[src/rtl/display_scheduler_pkg.sv]
// Shared types and constants for the display request scheduler.
// Holds the FSM state type, display constants and the round-robin pick helper.
package display_scheduler_pkg;

  localparam int NUM_REQ = 8;
  localparam logic [6:0] SEG_BLANK = 7'h7F;

  typedef enum logic [1:0] {
    S_IDLE,
    S_GRANT,
    S_HOLD,
    S_RELEASE
  } sched_state_t;

  // First set bit of req searching upward from last+1, wrapping mod 8.
  function automatic logic [2:0] rr_pick(input logic [NUM_REQ-1:0] req,
                                         input logic [2:0]         last);
    logic [2:0] idx;
    logic       found;
    rr_pick = last;
    found   = 1'b0;
    for (int i = 1; i <= NUM_REQ; i++) begin
      idx = last + 3'(i);
      if (!found && req[idx]) begin
        rr_pick = idx;
        found   = 1'b1;
      end
    end
  endfunction

endpackage

[src/rtl/convert_hex_to_seven_segment.sv]
// 4-bit hex to active-low seven-segment decoder (segment order gfedcba).
module convert_hex_to_seven_segment
  import display_scheduler_pkg::*;
(
  input  logic [3:0] hex_value,
  output logic [6:0] segment_n
);

  always_comb begin
    // NOTE: default assigned first so no path through the case can infer a latch.
    segment_n = SEG_BLANK;
    case (hex_value)
      4'h0: segment_n = 7'h40;
      4'h1: segment_n = 7'h79;
      4'h2: segment_n = 7'h24;
      4'h3: segment_n = 7'h30;
      4'h4: segment_n = 7'h19;
      4'h5: segment_n = 7'h12;
      4'h6: segment_n = 7'h02;
      4'h7: segment_n = 7'h78;
      4'h8: segment_n = 7'h00;
      4'h9: segment_n = 7'h10;
      4'hA: segment_n = 7'h08;
      4'hB: segment_n = 7'h03;
      4'hC: segment_n = 7'h46;
      4'hD: segment_n = 7'h21;
      4'hE: segment_n = 7'h06;
      4'hF: segment_n = 7'h0E;
      default: segment_n = SEG_BLANK;
    endcase
  end

endmodule

[src/rtl/display_request_scheduler.sv]
// Round-robin scheduler sharing digit 0 and the LEDs among eight switch requesters.
// Optional switch debounce is enabled by defining DISPLAY_SCHED_DEBOUNCE_EN.
module display_request_scheduler
  import display_scheduler_pkg::*;
#(
  parameter int unsigned HOLD_CYCLES     = 50_000_000,
  parameter int unsigned DEBOUNCE_CYCLES = 1_000_000
) (
  input  logic            CLOCK_50_I,
  input  logic            RESETN_I,
  input  logic [17:0]     SWITCH_I,
  output logic [7:0][6:0] SEVEN_SEGMENT_N_O,
  output logic [17:0]     LED_RED_O,
  output logic [8:0]      LED_GREEN_O
);

  localparam int unsigned       HOLD_W    = $clog2(HOLD_CYCLES);
  localparam logic [HOLD_W-1:0] HOLD_LAST = HOLD_W'(HOLD_CYCLES - 2);

  if (HOLD_CYCLES < 2 || DEBOUNCE_CYCLES < 1) begin : g_bad_params
    $error("display_request_scheduler: HOLD_CYCLES must be >= 2, DEBOUNCE_CYCLES >= 1");
  end

  logic [17:0] sw_meta;
  logic [17:0] sw_sync;
  logic [17:0] sw_clean;

  always_ff @(posedge CLOCK_50_I) begin
    // NOTE: sequential state uses non-blocking assignments so every register
    // samples pre-edge values regardless of statement order.
    if (!RESETN_I) begin
      sw_meta <= '0;
      sw_sync <= '0;
    end else begin
      sw_meta <= SWITCH_I;
      sw_sync <= sw_meta;
    end
  end

`ifdef DISPLAY_SCHED_DEBOUNCE_EN
  localparam int unsigned      DEB_W    = $clog2(DEBOUNCE_CYCLES + 1);
  localparam logic [DEB_W-1:0] DEB_LAST = DEB_W'(DEBOUNCE_CYCLES - 1);

  logic [DEB_W-1:0] deb_cnt [18];

  // A bit's clean value follows its synchronized input only after it has
  // disagreed for DEBOUNCE_CYCLES consecutive samples.
  always_ff @(posedge CLOCK_50_I) begin
    // NOTE: the counter array is small register state, so it is reset like any
    // other flop; a large RAM-style array would be left unreset instead.
    if (!RESETN_I) begin
      sw_clean <= '0;
      for (int b = 0; b < 18; b++) deb_cnt[b] <= '0;
    end else begin
      for (int b = 0; b < 18; b++) begin
        if (sw_sync[b] == sw_clean[b]) begin
          deb_cnt[b] <= '0;
        end else if (deb_cnt[b] == DEB_LAST) begin
          sw_clean[b] <= sw_sync[b];
          deb_cnt[b]  <= '0;
        end else begin
          deb_cnt[b] <= deb_cnt[b] + DEB_W'(1);
        end
      end
    end
  end
`else
  assign sw_clean = sw_sync;
`endif

  logic               clear_req;
  logic               enable;
  logic [NUM_REQ-1:0] req_prev;
  logic [NUM_REQ-1:0] req_rise;
  logic               unused_sw;

  assign clear_req = sw_clean[16];
  assign enable    = sw_clean[17];
  assign req_rise  = sw_clean[NUM_REQ-1:0] & ~req_prev;
  assign unused_sw = ^sw_clean[15:8];

  sched_state_t       state, state_next;
  logic [NUM_REQ-1:0] grant, grant_next;
  logic [NUM_REQ-1:0] pending, pending_next, pend_drop;
  logic               busy;
  logic [2:0]         last_grant;
  logic [2:0]         winner;
  logic               granted_once;
  logic               launch;
  logic [7:0]         service_count;
  logic [HOLD_W-1:0]  hold_cnt;
  logic               hold_done;

  assign winner    = rr_pick(pending, last_grant);
  assign hold_done = (hold_cnt == HOLD_LAST);

  always_comb begin
    state_next = state;
    grant_next = grant;
    launch     = 1'b0;
    case (state)
      S_IDLE: begin
        if (enable && (|pending)) begin
          state_next = S_GRANT;
          grant_next = 8'b1 << winner;
          launch     = 1'b1;
        end
      end
      S_GRANT:   state_next = S_HOLD;
      S_HOLD: begin
        if (hold_done) begin
          state_next = S_RELEASE;
          grant_next = '0;
        end
      end
      S_RELEASE: state_next = S_IDLE;
      default: begin
        state_next = S_IDLE;
        grant_next = '0;
      end
    endcase
  end

  // The winner's pending bit drops at the end of S_GRANT; a new edge that same
  // cycle, or alongside a clear, keeps the bit set.
  always_comb begin
    pend_drop = '0;
    if (clear_req)              pend_drop = '1;
    else if (state == S_GRANT)  pend_drop = grant;
    pending_next = (pending & ~pend_drop) | req_rise;
  end

  always_ff @(posedge CLOCK_50_I) begin
    if (!RESETN_I) begin
      state         <= S_IDLE;
      grant         <= '0;
      busy          <= 1'b0;
      pending       <= '0;
      req_prev      <= '0;
      last_grant    <= 3'(NUM_REQ - 1);
      granted_once  <= 1'b0;
      service_count <= '0;
      hold_cnt      <= '0;
    end else begin
      state    <= state_next;
      grant    <= grant_next;
      busy     <= (state_next != S_IDLE);
      pending  <= pending_next;
      req_prev <= sw_clean[NUM_REQ-1:0];
      if (launch) begin
        last_grant    <= winner;
        granted_once  <= 1'b1;
        service_count <= service_count + 8'd1;
      end
      if (state == S_HOLD) hold_cnt <= hold_cnt + HOLD_W'(1);
      else                 hold_cnt <= '0;
    end
  end

  assign LED_RED_O   = {10'b0, pending};
  assign LED_GREEN_O = {busy, grant};

  logic [6:0] seg_grant, seg_last, seg_cnt_lo, seg_cnt_hi;

  convert_hex_to_seven_segment u_digit0 (.hex_value({1'b0, last_grant}),  .segment_n(seg_grant));
  convert_hex_to_seven_segment u_digit1 (.hex_value({1'b0, last_grant}),  .segment_n(seg_last));
  convert_hex_to_seven_segment u_digit2 (.hex_value(service_count[3:0]),  .segment_n(seg_cnt_lo));
  convert_hex_to_seven_segment u_digit3 (.hex_value(service_count[7:4]),  .segment_n(seg_cnt_hi));

  // last_grant always equals the active grant index while a grant is held.
  always_comb begin
    for (int d = 0; d < 8; d++) SEVEN_SEGMENT_N_O[d] = SEG_BLANK;
    if (|grant)       SEVEN_SEGMENT_N_O[0] = seg_grant;
    if (granted_once) SEVEN_SEGMENT_N_O[1] = seg_last;
    SEVEN_SEGMENT_N_O[2] = seg_cnt_lo;
    SEVEN_SEGMENT_N_O[3] = seg_cnt_hi;
  end

endmodule

[config.mk]
export PLATFORM = sky130hd
export DESIGN_NAME = display_request_scheduler
export DESIGN_NICKNAME = d
export VERILOG_FILES = /design/src/rtl/display_scheduler_pkg.sv /design/src/rtl/convert_hex_to_seven_segment.sv /design/src/rtl/display_request_scheduler.sv
export SDC_FILE = /design/constraint.sdc
export NUM_CORES = 1
export LEC_CHECK = 0
export BUFFER_PORTS_ARGS = -buffer_cell sky130_fd_sc_hd__buf_4
export CORE_AREA = 4 4 119 121
export CTS_CLUSTER_SIZE = 14
export DETAILED_ROUTE_END_ITERATION = 12
export DIE_AREA = 0 0 123 125
export PLACE_DENSITY = 0.63
export SYNTH_ARGS = -nofsm -noshare
export SYNTH_HDL_FRONTEND = slang
export SYNTH_SLANG_ARGS = --single-unit
[constraint.sdc]
create_clock -name CLOCK_50_I -period 9.6 [get_ports CLOCK_50_I]
set_input_delay 0.48 -clock CLOCK_50_I [delete_from_list [all_inputs] [get_ports CLOCK_50_I]]
set_output_delay 0.48 -clock CLOCK_50_I [all_outputs]
set_load 0.005 [all_outputs]
### Word-level counts from Yosys, hierarchy flattened

Memories as Yosys holds them, arrays and structs flattened. A register that Yosys moved wholly into a read port is not among the register bits.
Cells that the tools add are included.

| cells by class | value |
|---|---|
| $mul | 0 |
| reductions and logical operators | 22 |
| add/subtract/negate cells | 9 |
| muxes and demuxes | 51 |
| bitwise operators | 5 |
| divide/modulo/power cells | 0 |
| equal/unequal tests | 6 |
| $lt $le $gt $ge | 8 |
| shift-type cells | 1 |

Operators by type and width:

| kind | number |
|---|---|
| 3-bit by 4-bit < comparator with 1-bit output (second input constant) | 8 |
| 4-bit 2-to-1 mux | 8 |
| 8-bit 2-to-1 mux | 4 |
| 26-bit by 1-bit adder with 26-bit output (second input constant) | 1 |
| 26-bit equality test (second input constant) | 1 |
| 1-bit binary-select mux with 3-bit select | 8 |
| 3-bit 2-to-1 mux | 8 |
| 1-bit 2-to-1 mux | 17 |
| 8-bit AND | 2 |
| 8-bit inverter | 2 |
| 8-bit case mux with 2 select lines | 1 |
| 8-bit OR reduction | 2 |
| 7-bit 2-to-1 mux | 2 |
| 3-bit adder (second input constant) | 4 |
| 8-bit by 1-bit adder with 8-bit output (second input constant) | 1 |
| 1-bit logical AND | 8 |
| 8-bit OR | 1 |
| 2-bit case mux with 4 select lines | 1 |
| 1-bit by 3-bit << shifter with 8-bit output (first input constant) | 1 |
| 1-bit zero test | 7 |
| 3-bit by 2-bit adder with 3-bit output (second input constant) | 2 |
| 2-bit equality test (second input constant) | 2 |
| 2-bit 2-to-1 mux | 2 |
| 2-bit inequality test (second input constant) | 2 |
| 6 further kinds | 7 |

| word-level totals | value |
|---|---|
| memories kept | 4 |
| RAM bits | 0 |
| bits in read-only memories | 448 |
| latch bits | 0 |
| register bits after elaboration | 101 |

Memories:

| memory | depth | width | read ports | clocked after memory_dff | wr ports | line | source |
|---|---|---|---|---|---|---|---|
| (name not given) | 16 | 7 | 1 | 1 | 0 | convert_hex_to_seven_segment.sv:12 | `case (hex_value)` |
| (name not given) | 16 | 7 | 1 | 1 | 0 | convert_hex_to_seven_segment.sv:12 |  |
| (name not given) | 16 | 7 | 1 | 1 | 0 | convert_hex_to_seven_segment.sv:12 |  |
| (name not given) | 16 | 7 | 1 | 1 | 0 | convert_hex_to_seven_segment.sv:12 |  |

### Logic depth before layout (Yosys ltp)

Gate-level depths: netlist of run 1.

| depth | value |
|---|---|
| depth in word-level cells | 28 |
| mapped depth | 17 |
| gate-level depth less buffers | 14 |

### By module

Synthesis of run 1 repeated with hierarchy kept, for this count alone.

| second synthesis, totals | value |
|---|---|
| cells, all modules | 619 |
| area total of the unflattened synthesis | 5,758.0 um^2 |

By module, submodules not included:

| module | seq. area each (um^2) | times used | area an instance (um^2) | cells an instance |
|---|---|---|---|---|
| display_request_scheduler | 1,701.6 | 1 | 4,657.0 | 491 |
| convert_hex_to_seven_segment | 0.0 | 4 | 275.3 | 32 |

### Least setup slack after synthesis of run 1

OpenSTA, ideal clock, no wires.

| path | value |
|---|---|
| kind | flip-flop to flip-flop |
| start point | reg last_grant[0] |
| end point | reg, netlist name u_digit1.segment_n[6] |
| arrival time | 3.675 ns |
| stages on the path, launching flop included | 17 |
| slack | 5.803 ns |
| data required time | 9.478 ns |
| cell sequence | dfxtp_1 buf_2 buf_2 inv_1 ha_1 mux2_2 mux2_4 o221a_2 a32o_1 a221oi_1 o22a_1 mux2_2 nand2_1 ha_1 a22oi_1 o22ai_1 a311o_1 |

| between the ends | value |
|---|---|
| longest elaborated chain between the ends | 27 |

RTL lines:

| what | line | source |
|---|---|---|
| start: declaration | display_request_scheduler.sv:86 | `logic [2:0] last_grant;` |
| start signal: assignment | display_request_scheduler.sv:140 | `last_grant <= 3'(NUM_REQ - 1);` |
| start signal: assignment | display_request_scheduler.sv:151 | `last_grant <= winner;` |
| 3-bit by 1-bit adder with 3-bit output | display_scheduler_pkg.sv:23 | `idx = last + 3'(i);` |
| 1-bit binary-select mux with 3-bit select | display_scheduler_pkg.sv:24 | `if (!found && req[idx]) begin` |
| 1-bit 2-to-1 mux (not written as such) | display_scheduler_pkg.sv:24 |  |
| 1-bit 2-to-1 mux | display_scheduler_pkg.sv:24 |  |
| 1-bit zero test | display_scheduler_pkg.sv:24 |  |
| 1-bit logical AND | display_scheduler_pkg.sv:24 |  |
| 1-bit 2-to-1 mux | display_scheduler_pkg.sv:24 |  |
| 1-bit zero test | display_scheduler_pkg.sv:24 |  |
| [10 not listed] | -- |  |
| 1-bit 2-to-1 mux | display_scheduler_pkg.sv:24 |  |
| 1-bit zero test | display_scheduler_pkg.sv:24 |  |
| 1-bit logical AND | display_scheduler_pkg.sv:24 |  |
| 1-bit 2-to-1 mux | display_scheduler_pkg.sv:24 |  |
| 1-bit zero test | display_scheduler_pkg.sv:24 |  |
| 1-bit logical AND | display_scheduler_pkg.sv:24 |  |
| 3-bit 2-to-1 mux | display_scheduler_pkg.sv:24 |  |
| 4-bit 2-to-1 mux (no source line) * (2 in series) | -- |  |

Mark *: on every way between the ends. The rest lies on a longest branch, timed or not. The select of a mux whose other input is x is not followed.
A chain may end at the register's enable or synchronous reset.

### Worst setup path in the final report of run 1

| path | value |
|---|---|
| start point | reg last_grant[1] |
| end point | reg, netlist name u_digit1.segment_n[6] |

| between the ends | value |
|---|---|
| longest elaborated chain between the ends | 27 |

RTL lines:

| what | line |
|---|---|
| 3-bit by 1-bit adder with 3-bit output | display_scheduler_pkg.sv:23 |
| 1-bit binary-select mux with 3-bit select | display_scheduler_pkg.sv:24 |
| 1-bit 2-to-1 mux (not written as such) | display_scheduler_pkg.sv:24 |
| 1-bit 2-to-1 mux | display_scheduler_pkg.sv:24 |
| 1-bit zero test | display_scheduler_pkg.sv:24 |
| 1-bit logical AND | display_scheduler_pkg.sv:24 |
| 1-bit 2-to-1 mux | display_scheduler_pkg.sv:24 |
| 1-bit zero test | display_scheduler_pkg.sv:24 |
| [10 not listed] | -- |
| 1-bit 2-to-1 mux | display_scheduler_pkg.sv:24 |
| 1-bit zero test | display_scheduler_pkg.sv:24 |
| 1-bit logical AND | display_scheduler_pkg.sv:24 |
| 1-bit 2-to-1 mux | display_scheduler_pkg.sv:24 |
| 1-bit zero test | display_scheduler_pkg.sv:24 |
| 1-bit logical AND | display_scheduler_pkg.sv:24 |
| 3-bit 2-to-1 mux | display_scheduler_pkg.sv:24 |
| 4-bit 2-to-1 mux (no source line) * (2 in series) | -- |

Marks and branches as above.

==> results of run 1 <==
-- placed cells by master (no fill, tap or decap), types with 3 or more instances in the layout --
cell       instances
buf_4             57
a31oi_1            3
and2_1            23
xor2_1            18
nand3_1           30
mux2_4             4
nand2b_1          23
o31ai_1           11
ha_1              25
nand4_1            5
o22ai_1            4
and3_1             8
o21ai_0           23
or3_1              5
dfxtp_1          106
a21oi_1            9
nor2_1            42
mux2_2            10
xnor2_1           13
mux2i_1           23
a22o_1             4
nor3_1             3
mux4_2             7
nand2_1           65
nor4_1             5
conb_1            38
nor2b_1            8
inv_1             34
clkbuf_16          9
-- power groups by stage --
| stage | logic, mW | clock network (mW) | registers, mW |
|---|---|---|---|
| 2_1_floorplan | 0.174 | 0 | 0.470 |
| 3_3_place_gp | 0.199 | 0 | 0.478 |
| 3_5_place_dp | 0.204 | 0 | 0.479 |
| 4_1_cts | 0.205 | 0.378 | 0.469 |
| 5_1_grt | 0.225 | 0.398 | 0.471 |
| 6_report | 0.205 | 0.368 | 0.469 |
-- metal layers --
metal / vias up / share of wire, % / GRT usage (%)
li1: 2123 / - / -
met1: 1980 / 46 / 20.58
met2: 92 / 47 / 24.48
met3: 17 / 4.4 / 2.620
met4: 0 / 2.1 / 5.407
met5: - / 0 / 0
-- flip-flops by register name, indices dropped and copies added, names as in the netlist --
| register | flops |
|---|---|
| req_prev | 8 |
| u_digit3.segment_n | 7 |
| last_grant | 3 |
| u_digit1.segment_n | 7 |
| sw_clean | 10 |
| hold_cnt | 26 |
| state | 2 |
| service_count | 8 |
| u_digit2.segment_n | 7 |
| busy | 1 |
| sw_meta | 10 |
| granted_once | 1 |
| grant | 8 |
| pending | 8 |
-- stage by stage --
stage                     std cells  setup WS, ns
after floorplan                 662         5.803
after global placement          830         4.866
after detailed placement        830         4.751
after CTS                       846         4.740
after global routing            846         4.382
final                           846         4.744
-- layout make-up --
type                    instances  area, sq um  area share, %
multi-input cells             456         3216          50.08
flip-flops and latches        106         2122          33.05
repair buffers                 57        427.9          6.664
clock buffers                  10        239.0          3.722
well taps                     176        220.2          3.429
inverters                      35        131.4          2.046
clock inverters                 6        65.06          1.013
-- kinds of logic after synthesis --
group                      after synthesis  synth area share [%]
and+or+nand+nor                        230                 20.22
DFF                                    106                 36.87
buffers and inverters                  100                 9.609
AOI/OAI and AO/OA                       83                 11.57
muxes                                   45                 9.935
xor gates and xnor gates                35                 6.239
adders and majority gates               25                 5.435
other                                    2                0.1305
-- how the worst max path moves through the flow --
stage	end	slack (ns)	cells after the start
finish	u_digit1.segment_n[6]	4.74	14
global route	u_digit1.segment_n[6]	4.38	14
CTS	u_digit1.segment_n[6]	4.74	14
detailed placement	u_digit1.segment_n[6]	4.75	14
global placement	u_digit1.segment_n[6]	4.87	14
floorplan	u_digit1.segment_n[6]	5.80	16
-- worst max-delay path, cell delays in order (launching register included) --
cell	delay, ns
dfxtp_1	0.90
inv_1	0.24
ha_1	0.73
mux2_2	0.43
mux2_4	0.29
o221a_2	0.29
a32o_1	0.21
a221oi_1	0.23
o22a_1	0.24
mux2_2	0.22
nand2_1	0.09
ha_1	0.26
a22oi_1	0.19
o22ai_1	0.09
a311o_1	0.30
==> flow_summary.ini, run 1 <==
[routing]
first_pass_iters = 4
ant_nets = 0
drc = 0
wirelength_um = 11530
wl_per_cell_um = 13.63
num_vias = 4212
vias_per_cell = 4.979
first_iter_violations = 198

[logic_synthesis]
yosysMostFrequentCell = dfxtp_1
synth_largest_area_cell = dfxtp_1
async_reset_ff_share_pct = 0
synth-seq-area-share_pct = 36.87
synthFlopType = dfxtp_1
yosysUniqueCellTypes = 70
synth_common_cells = 106 x dfxtp_1, 65 x nand2_1, 42 x nor2_1
synth_area_leaders = dfxtp_1 37%, ha_1 5.4%, buf_4 5.2%
synth-edff-count = 0
ys_seq_elements = 106
synth_top_area_share_pct = 36.87
ys_warn_count = 0
synth_area_sq_um = 5756
postSynthAreaPerCell_sq_um = 9.194
synth_cells = 626

[timing]
rsz0062_at_grt = false
slew_violations = 0
whs_ns = 0.3433
fin_skew_ns = 0.008113
worst_pin_slew_ns = 1.106
setup_viol = 0
max_freq_ghz = 0.2059
period_needed_ns = 4.856
min_period_over_period_pct = 50.58
slew_headroom_pct = 26.14
hold_violations = 0
fin_setup_tns_ns = 0

[floorplan]
start_util_pct = 43.99
io_pins = 103
die_y_um = 125
dieArea_sq_um = 15380
core_sq_um = 13090
num_rows = 42
die_w_um = 123

[clock_tree]
postCtsSetupBuffers = 0
htree_num_levels = 3
cts_root_buffer = clkbuf_16
cts_tree = built
clock_sinks = 106
cts_resized = 0
clk_pin_slew_ns = 0.07
insertion_delay_ns = 0.34
clock_path_buffers = 2
cts-buffers-inserted = 9
holdBufCountCts = 0

[power]
ir_drop_uv = 100.0
p_switching_mw = 0.2851
p_per_area_nw_per_um2 = 162.3
pwr-share-clk_pct = 35.3
combPwrFrac_pct = 19.7
finalPower_mw = 1.042
intPower_mw = 0.7570
p_sw_share_pct = 27.36
seqPwrFrac_pct = 45.0
p_leak_nw = 2.735

[placed_design]
place_congestion = 0.8866
dp_hpwl_um = 8514
portBuffers = 56
placed_cell_area_sq_um = 6117

[global_route]
antenna_found_initial = 0
grt_max_degree = 57
grt_pass1_wl_um = 19440
overflow = 0
track_usage_pct = 15.24
grt_pass1_vias = 4091

[worst_setup_path]
crit_type = register to register
worst_ep_arrival_time_ns = 5.08
cp-end-kind = register
r2r_slack_ns = 4.74
startpoint_type = register
cp.required_ns = 9.83
ff2ff_path_depth = 14
cp_max_fo = 20
r2r-start = last_grant[1]
cp-startpoint = last_grant[1]
r2r-end = u_digit1.segment_n[6]

[worst_hold_path]
hold_path.class = primary input to register
min_from = SWITCH_I[2]
whs_endpoint = sw_meta[2]
holdPathStages = 2

[finish]
antenna_cells = 0
syn_to_final_growth_pct = 11.57
final_area_sq_um = 6421
final_core_util_pct = 49.07
nets = 710
drive_gt1_share_pct = 17.16
fill_cells = 1255

[flow_run]
drv_cap = 0

[outcome]
outcome = completed
Power figures use the tool's default switching activity.
==> inputs of run 2 (changes only) <==
==> constraint.sdc (replaced) <==
create_clock -name CLOCK_50_I -period 4.8 [get_ports CLOCK_50_I]
set_input_delay 0.24 -clock CLOCK_50_I [delete_from_list [all_inputs] [get_ports CLOCK_50_I]]
set_output_delay 0.24 -clock CLOCK_50_I [all_outputs]
set_load 0.005 [all_outputs]
==> flow_summary.ini, run 2 (synthesis gave the netlist of run 1 again) <==
[global_route]
grt_max_degree = 57
grt_pass1_wl_um = 19870
grt_pass1_vias = 4287
overflow = 0
antenna_found_initial = 0
track_usage_pct = 15.57

[finish]
regMostFlops = hold_cnt
antenna_cells = 0
seqCellArea_sq_um = 2122
mostFrequentLayoutCell = dfxtp_1
final_cell_mix = 106 x dfxtp_1, 65 x nand2_1, 63 x buf_4
fill_cells = 1276
multiInputGateArea_sq_um = 3216
nets = 716
reg_top3 = hold_cnt (26), sw_clean (10), sw_meta (10)
syn_to_final_growth_pct = 13.02
largest_reg_flops = 26
final_area_sq_um = 6505
layoutNonFillerInstCount = 852
final_core_util_pct = 49.71
drive_gt1_share_pct = 17.75

[power]
ir_drop_uv = 198.8
p_per_area_nw_per_um2 = 335.8
finalPower_mw = 2.184
p_leak_nw = 2.772

[timing]
max_freq_ghz = 0.2413
rsz0062_at_grt = false
fin_skew_ns = 0.008722
fin_setup_tns_ns = 0
slew_violations = 0
period_needed_ns = 4.144
setup_viol = 0
setup_slack_ns = 0.6559
min_period_over_period_pct = 86.34
slew_headroom_pct = 43.29
hold_violations = 0
whs_ns = 0.09842
worst_pin_slew_ns = 0.8486

[worst_setup_path]
worst_ep_arrival_time_ns = 4.38
cp.required_ns = 5.03
crit_type = register to register
startpoint_type = register
cp_max_fo = 18
cp-end-kind = register

[worst_hold_path]
hold_path.class = primary input to register

[clock_tree]
cts_resized = 0
cts_tree = built
holdBufCountCts = 0
postCtsSetupBuffers = 0
insertion_delay_ns = 0.34
htree_num_levels = 3
clock_sinks = 106
cts-buffers-inserted = 9
clock_path_buffers = 2
clk_pin_slew_ns = 0.07
cts_root_buffer = clkbuf_16

[routing]
first_pass_iters = 4
drc = 0
vias_per_cell = 4.988
num_vias = 4250
first_iter_violations = 265
wirelength_um = 11660
wl_per_cell_um = 13.68
ant_nets = 0

[flow_run]
drv_cap = 0

[floorplan]
num_rows = 42
die_w_um = 123
io_pins = 103
start_util_pct = 43.99
dieArea_sq_um = 15380
die_y_um = 125
core_sq_um = 13090

[outcome]
outcome = completed

[placed_design]
place_inst = 836
place_congestion = 0.9421
placed_cell_area_sq_um = 6162
portBuffers = 56
dp_slack_ns = 0.6781
dp_hpwl_um = 8748
-- run 2: final timing paths --
kind | startpoint | end | slack [ns] | cells after the start
setup / recovery | last_grant[0] | u_digit1.segment_n[6] | 0.66 | 15
hold / removal | SWITCH_I[0] | sw_meta[0] | 0.1 | 2
setup reg to reg | last_grant[0] | u_digit1.segment_n[6] | 0.66 | 15
hold reg to reg | req_prev[3] | pending[3] | 0.41 | 1
-- run 2: layout make-up --
cell class	instances	area share, %
flip-flops and latches	106	32.62
multi-input cells	456	49.43
inverters	35	2.020
clock buffers	10	3.520
clock inverters	6	1.750
repair buffers	63	7.271
well taps	176	3.385
-- run 2: worst max-delay path: stages (launching register included) --
cell and delay [ns]:
dfxtp_1 0.33, buf_4 0.25, inv_1 0.14, ha_1 0.51
mux2_2 0.41, mux2_4 0.30, o221a_2 0.29, a32o_1 0.21
a221oi_1 0.23, o22a_1 0.24, mux2_2 0.22, nand2_1 0.09
ha_1 0.25, a22oi_1 0.21, o22ai_1 0.09, a311o_1 0.27
-- run 2: report_power, final --
part           switching [mW]  internal, mW
Clock                   0.320         0.512
Sequential             0.0249         0.907
Combinational           0.230         0.191
-- run 2: layer usage --
metal,global-route usage (%),vias to the layer above,wire (um)
met4,5.668,0,210
li1,-,2143,-
met5,0,-,0
met1,20.40,2007,5231
met3,2.123,18,551
met2,26.05,82,5665
